## src/rtl/fifo_burst_drain.sv

```systemverilog
// fifo_burst_drain: read-side master for a sync_fifo with a 1-cycle registered
// read latency. It waits until BURST_LEN words are stored (or a flush asks for
// a partial drain), then streams one burst as valid/ready beats with first/last
// markers. Read data lands in a 2-entry skid buffer, so downstream stalls never
// lose or duplicate a word.
// Optional feature macro: DRAIN_STATS_EN adds the stat_bursts and
// stat_stall_cycles counter outputs.
module fifo_burst_drain #(
  parameter int WIDTH       = 16,
  parameter int FIFO_DEPTH  = 1024,
  parameter int COUNT_WIDTH = $clog2(FIFO_DEPTH) + 1,
  parameter int BURST_LEN   = 8,
  parameter int LEN_WIDTH   = $clog2(BURST_LEN + 1)
) (
  input  logic                   clk,
  input  logic                   rst,
  output logic                   fifo_rd_en,
  input  logic [WIDTH-1:0]       fifo_rd_data,
  input  logic                   fifo_rd_empty,
  input  logic [COUNT_WIDTH-1:0] fifo_rd_count,
  input  logic                   flush,
  output logic                   m_valid,
  output logic [WIDTH-1:0]       m_data,
  input  logic                   m_ready,
  output logic                   m_first,
  output logic                   m_last,
  output logic                   burst_active,
  output logic [LEN_WIDTH-1:0]   burst_len
`ifdef DRAIN_STATS_EN
  ,
  output logic [15:0]            stat_bursts,
  output logic [31:0]            stat_stall_cycles
`endif
);

  localparam logic [0:0] IDLE   = 1'b0;
  localparam logic [0:0] STREAM = 1'b1;

  logic [0:0]           state;
  logic [LEN_WIDTH-1:0] issued;
  logic [LEN_WIDTH-1:0] sent;
  logic                 pending;
  logic [1:0]           occ;
  logic [WIDTH-1:0]     skid0;
  logic [WIDTH-1:0]     skid1;
  logic                 flush_pending;

  logic                 pop;
  logic [2:0]           occ_after;
  logic                 start_thresh;
  logic                 start_flush;
  logic                 last_pop;
  logic [LEN_WIDTH-1:0] last_idx;

  // Derived control: pop, projected skid occupancy, burst start decisions, read strobe.
  always_comb begin
    pop          = m_valid && m_ready;
    occ_after    = {1'b0, occ} + {2'b00, pending} - {2'b00, pop};
    start_thresh = (state == IDLE) && (fifo_rd_count >= COUNT_WIDTH'(BURST_LEN));
    start_flush  = (state == IDLE) && !start_thresh && (flush_pending || flush) &&
                   (fifo_rd_count != {COUNT_WIDTH{1'b0}});
    last_idx     = burst_len - LEN_WIDTH'(1'b1);
    last_pop     = pop && m_last;
    // Reads are held off whenever the skid could not absorb the in-flight word.
    if ((state == STREAM) && !rst) begin
      fifo_rd_en = (issued < burst_len) && !fifo_rd_empty && (occ_after < 3'd2);
    end else begin
      fifo_rd_en = 1'b0;
    end
  end

  // Stream outputs come straight from the registered skid head and beat counter.
  always_comb begin
    m_valid      = (occ != 2'd0);
    m_data       = skid0;
    m_first      = m_valid && (sent == {LEN_WIDTH{1'b0}});
    m_last       = m_valid && (sent == last_idx);
    burst_active = (state == STREAM);
  end

  // Burst sequencing: IDLE start decision, issued/sent counters, return to IDLE.
  always_ff @(posedge clk) begin
    if (rst) begin
      state     <= IDLE;
      burst_len <= {LEN_WIDTH{1'b0}};
      issued    <= {LEN_WIDTH{1'b0}};
      sent      <= {LEN_WIDTH{1'b0}};
    end else begin
      case (state)
        IDLE: begin
          issued <= {LEN_WIDTH{1'b0}};
          sent   <= {LEN_WIDTH{1'b0}};
          if (start_thresh) begin
            burst_len <= LEN_WIDTH'(BURST_LEN);
            state     <= STREAM;
          end else if (start_flush) begin
            // Below threshold, so the count always fits in the length counter.
            burst_len <= LEN_WIDTH'(fifo_rd_count);
            state     <= STREAM;
          end else begin
            state <= IDLE;
          end
        end
        STREAM: begin
          if (fifo_rd_en) begin
            issued <= issued + LEN_WIDTH'(1'b1);
          end
          if (pop) begin
            sent <= sent + LEN_WIDTH'(1'b1);
          end
          if (last_pop) begin
            state <= IDLE;
          end
        end
        default: begin
          state <= IDLE;
        end
      endcase
    end
  end

  // Skid buffer: capture the word read last cycle, shift on pop, keep the head stable.
  always_ff @(posedge clk) begin
    if (rst) begin
      pending <= 1'b0;
      occ     <= 2'd0;
      skid0   <= {WIDTH{1'b0}};
      skid1   <= {WIDTH{1'b0}};
    end else begin
      pending <= fifo_rd_en;
      occ     <= occ_after[1:0];
      case ({pop, pending})
        2'b01: begin
          if (occ == 2'd0) begin
            skid0 <= fifo_rd_data;
          end else begin
            skid1 <= fifo_rd_data;
          end
        end
        2'b10: begin
          skid0 <= skid1;
        end
        2'b11: begin
          if (occ == 2'd1) begin
            skid0 <= fifo_rd_data;
          end else begin
            skid0 <= skid1;
            skid1 <= fifo_rd_data;
          end
        end
        default: begin
        end
      endcase
    end
  end

  // Flush request latch; a new request wins over a same-cycle clear.
  always_ff @(posedge clk) begin
    if (rst) begin
      flush_pending <= 1'b0;
    end else if (flush) begin
      flush_pending <= 1'b1;
    end else if (((state == IDLE) && (fifo_rd_count == {COUNT_WIDTH{1'b0}})) || start_flush) begin
      flush_pending <= 1'b0;
    end else begin
      flush_pending <= flush_pending;
    end
  end

`ifdef DRAIN_STATS_EN
  // Statistics: wrapping burst counter and saturating stall-cycle counter.
  always_ff @(posedge clk) begin
    if (rst) begin
      stat_bursts       <= 16'd0;
      stat_stall_cycles <= 32'd0;
    end else begin
      if (last_pop) begin
        stat_bursts <= stat_bursts + 16'd1;
      end
      if (m_valid && !m_ready && (stat_stall_cycles != 32'hFFFF_FFFF)) begin
        stat_stall_cycles <= stat_stall_cycles + 32'd1;
      end
    end
  end
`endif

endmodule

```

## config.mk

```make
export PLATFORM = sky130hd
export DESIGN_NAME = fifo_burst_drain
export DESIGN_NICKNAME = d
export VERILOG_FILES = /design/src/rtl/fifo_burst_drain.sv
export SDC_FILE = /design/constraint.sdc
export NUM_CORES = 1
export LEC_CHECK = 0
export CORE_AREA = 2 2 76 78
export DETAILED_ROUTE_END_ITERATION = 8
export DIE_AREA = 0 0 78 80
export PLACE_DENSITY = 0.74
export SYNTH_ARGS = -nofsm -noshare
export SYNTH_HDL_FRONTEND = slang
export SYNTH_SLANG_ARGS = --single-unit
```

## constraint.sdc

```tcl
create_clock -name clk -period 2.7 [get_ports clk]
set_input_delay 0.675 -clock clk [delete_from_list [all_inputs] [get_ports clk]]
set_output_delay 0.675 -clock clk [all_outputs]
set_load 0.005 [all_outputs]
```

==> flow_metrics.env <==
export IMPL_dr_wl_met2_mm=2.30
export IMPL_finalSetupTns_ns=-0.209
export IMPL_routed_wl_mm=4.88
export IMPL_area_growth_pct=37.6
export IMPL_wl_met3_um=109
export IMPL_die_w_um=78
export IMPL_hold_path_class="reg -> reg"
export IMPL_ant_nets=0
export IMPL_cts_sinks=49
export IMPL_period_share_pct=108
export IMPL_max_freq_ghz=0.344
export IMPL_fin_nets=354
export IMPL_vias=1835
export IMPL_htree_levels=2
export IMPL_ys_warn_count=0
export IMPL_grt_pass1_wl_mm=8.17
export IMPL_status="finished, violations left"
export IMPL_core_um2=5410
export IMPL_hold_buffers=0
export IMPL_irDropWorstVdd_mv=0.380
export IMPL_viasPerCell=4.75
export IMPL_cts_root_buffer="clkbuf_8"
export IMPL_fp_dieH_um=80
export IMPL_synth_seq_cells=49
export IMPL_maxSlewViolCount=0
export IMPL_wl_per_cell_um=12.6
export IMPL_die_area_um2=6240
export IMPL_clk_pin_slew_ns=0.08
export IMPL_syn_nets=281
export IMPL_top_layer="met4"
export IMPL_dr_pass1_iters=4
export IMPL_period_minus_slack_ns=2.91
export IMPL_rsz0062_at_grt="true"
export IMPL_gp_congestion=0.787
export IMPL_post_dp_hpwl_mm=3.35
export IMPL_finalSetupViolCount=1
export IMPL_finalHoldViolCount=0
export IMPL_crit_required_ns=2.03
export IMPL_first_iter_violations=48
export IMPL_numCtsBuffers=5
export IMPL_clock_latency_ns=0.29
export IMPL_portBuffers=56
export IMPL_grt_start_max_net_pins=43
export IMPL_layout_drive_gt1_share_pct=15.6
export IMPL_cp_max_fo=4
export IMPL_diodes=0
export IMPL_fin_hold_ws_ns=0.485
export IMPL_syn_inst=240
export IMPL_crit_type="in -> out"
export IMPL_violations="setup timing"
export IMPL_num_rows=27
export IMPL_synthesis_area_um2=2320
export IMPL_seq_area_frac_synth_pct=42.2
export IMPL_multi_input_area_um2=1240
export IMPL_max_cap_violations=0
export IMPL_slew_limit_headroom_pct=53.1
export IMPL_end_kind="output pin"
export IMPL_nFillCells=481
export IMPL_route_detailed_drc=0
export IMPL_clock_skew_ns=0.00893
export IMPL_ys_types=42
export IMPL_tritoncts="done"
export IMPL_wl_met1_mm=2.40
export IMPL_antenna_found_initial=0
export IMPL_first_global_vias=1771
export IMPL_gr_total_overflow=0
export IMPL_regArea_um2=983
export IMPL_avgSynthCellArea_um2=9.68
export IMPL_pin_count=57
export IMPL_grt_usage_pct=16.3
export IMPL_cp_data_arrival_time_ns=2.23
export IMPL_clock_path_buffers=2
export IMPL_start_util_pct=43.0
export IMPL_tightestPinTransition_ns=0.700
export IMPL_cp_start_kind="primary input"
export IMPL_layout_setup_ws_ns=-0.209
export IMPL_powerDensity_nw_per_um2=580
export IMPL_leakage_uw=0.00142
logic make-up (layout without fill, tap and decap cells):
group / Yosys count / count (layout) / synth area share [%]
flip-flops: 49 / 49 / 42.2
adder cells (fa/ha/maj): 9 / 9 / 5.17
AND/OR/NAND/NOR: 80 / 80 / 17.2
XOR/XNOR: 9 / 9 / 3.39
buffers and inverters: 22 / 96 / 5.12
AO/OA/AOI/OAI: 35 / 35 / 11.3
multiplexers: 36 / 36 / 15.6
critical path: stages:
cell,delay (ns)
buf_8,0.09
nor2b_4,0.03
o21bai_1,0.15
ha_2,0.20
fa_1,0.52
nor4_2,0.21
o211a_1,0.24
buf_2,0.12
worst paths after layout:
path / startpoint / endpoint / slack, ns / depth (start not counted)
max: m_ready / fifo_rd_en / -0.21 / 8
min: flush_pending / flush_pending / 0.48 / 2
max reg2reg: occ[0] / issued[0] / 0.08 / 13
min reg2reg: flush_pending / flush_pending / 0.48 / 2
Yosys cell counts:
| cell | n | area, um2 |
|---|---|---|
| o21ai_2 | 1 | 8.76 |
| dfxtp_1 | 49 | 981 |
| nor3_1 | 3 | 15.0 |
| a31oi_1 | 3 | 18.8 |
| o211a_1 | 2 | 20.0 |
| buf_6 | 1 | 11.3 |
| a311oi_1 | 1 | 8.76 |
| nor2_1 | 41 | 154 |
| nor2_2 | 1 | 6.26 |
| xnor2_1 | 5 | 43.8 |
| inv_1 | 9 | 33.8 |
| xor2_1 | 4 | 35.0 |
| nor3_2 | 1 | 10.0 |
| and2_0 | 1 | 6.26 |
| nand2b_4 | 1 | 13.8 |
| nor4_2 | 1 | 12.5 |
| o21bai_1 | 1 | 7.51 |
| clkbuf_1 | 3 | 11.3 |
| nand2_2 | 1 | 6.26 |
| nand3_1 | 3 | 15.0 |
| nand3b_1 | 5 | 37.5 |
| mux2i_1 | 35 | 350 |
| o21ba_2 | 1 | 10.0 |
| nor4b_1 | 1 | 8.76 |
| nand2_1 | 10 | 37.5 |
| mux2_1 | 1 | 11.3 |
| or2_2 | 1 | 6.26 |
| ha_1 | 8 | 100 |
| a211oi_2 | 1 | 12.5 |
| nor4_1 | 3 | 18.8 |
| buf_4 | 3 | 22.5 |
| nor2b_4 | 1 | 13.8 |
| nand2b_1 | 2 | 12.5 |
| o21ai_4 | 1 | 16.3 |
| buf_8 | 1 | 15.0 |
| o21ai_0 | 3 | 15.0 |
| a21oi_1 | 5 | 25.0 |
| a211oi_1 | 16 | 120 |
| or3_1 | 1 | 6.26 |
| buf_2 | 5 | 25.0 |
| nor2b_1 | 3 | 18.8 |
| fa_1 | 1 | 20.0 |
sequential cells by signal (all words and copies together), names as in the netlist:
| name | count |
|---|---|
| sent | 4 |
| burst_len | 4 |
| pending | 1 |
| occ | 2 |
| skid1 | 16 |
| flush_pending | 1 |
| m_data | 16 |
| burst_active | 1 |
| issued | 4 |
where the power goes:
part           switching (uW)  internal [uW]  leakage (uW)
Sequential               38.1            784      0.000398
Combinational             213            297      0.000967
Clock                     243            278     0.0000554
Total                     494           1360       0.00142
metrics by stage:
| step | power, uW | utilization, % | instance area [um2] | setup WS [ns] | std cells |
|---|---|---|---|---|---|
| floorplan | 1090 | - | 2320 | -0.0555 | 240 |
| global placement | 1310 | 55.7 | 3010 | -1.11 | 371 |
| detailed placement | 1320 | 55.7 | 3010 | -1.14 | 371 |
| CTS | 1860 | 58.8 | 3180 | -0.198 | 385 |
| global route | 1950 | 59.1 | 3190 | -0.302 | 386 |
| finish | 1850 | 59.1 | 3190 | -0.209 | 386 |
placed cells by master, fill, tap and decap left out, types with 3 or more instances in the layout:
| master | netlist | layout |
|---|---|---|
| a211oi_1 | 16 | 16 |
| a21oi_1 | 5 | 5 |
| a31oi_1 | 3 | 3 |
| buf_4 | 3 | 23 |
| clkbuf_8 | 0 | 5 |
| clkdlybuf4s50_1 | 0 | 53 |
| dfxtp_1 | 49 | 47 |
| ha_1 | 8 | 7 |
| inv_1 | 9 | 8 |
| mux2i_1 | 35 | 35 |
| nand2_1 | 10 | 10 |
| nand3_1 | 3 | 3 |
| nand3b_1 | 5 | 5 |
| nor2_1 | 41 | 41 |
| nor3_1 | 3 | 3 |
| o21ai_0 | 3 | 3 |
| xnor2_1 | 5 | 5 |
| xor2_1 | 4 | 4 |
layer usage:
metal | track usage (%) | vias to the layer above
met5 | 0 | -
met4 | 6.49 | 0
met3 | 2.60 | 6
met2 | 26.7 | 28
met1 | 21.6 | 817
li1 | - | 984
cell type report:
cell class	instances	area share, %
inverters	9	1.06
clock inverters	2	1.21
well taps	72	2.82
flip-flops and latches	49	30.8
clock buffers	6	2.27
multi-input cells	169	38.9
repair buffers	79	22.9
repair_timing:
| item | in CTS | in global routing |
|---|---|---|
| pin swaps | 6 | 1 |
| setup buffers | 6 | 1 |
| endpoints found under the setup margin | 6 | 1 |
| endpoints found under the hold margin | 0 | 0 |
| gates resized for setup | 17 | 2 |
(Power assumes the default switching activity.)
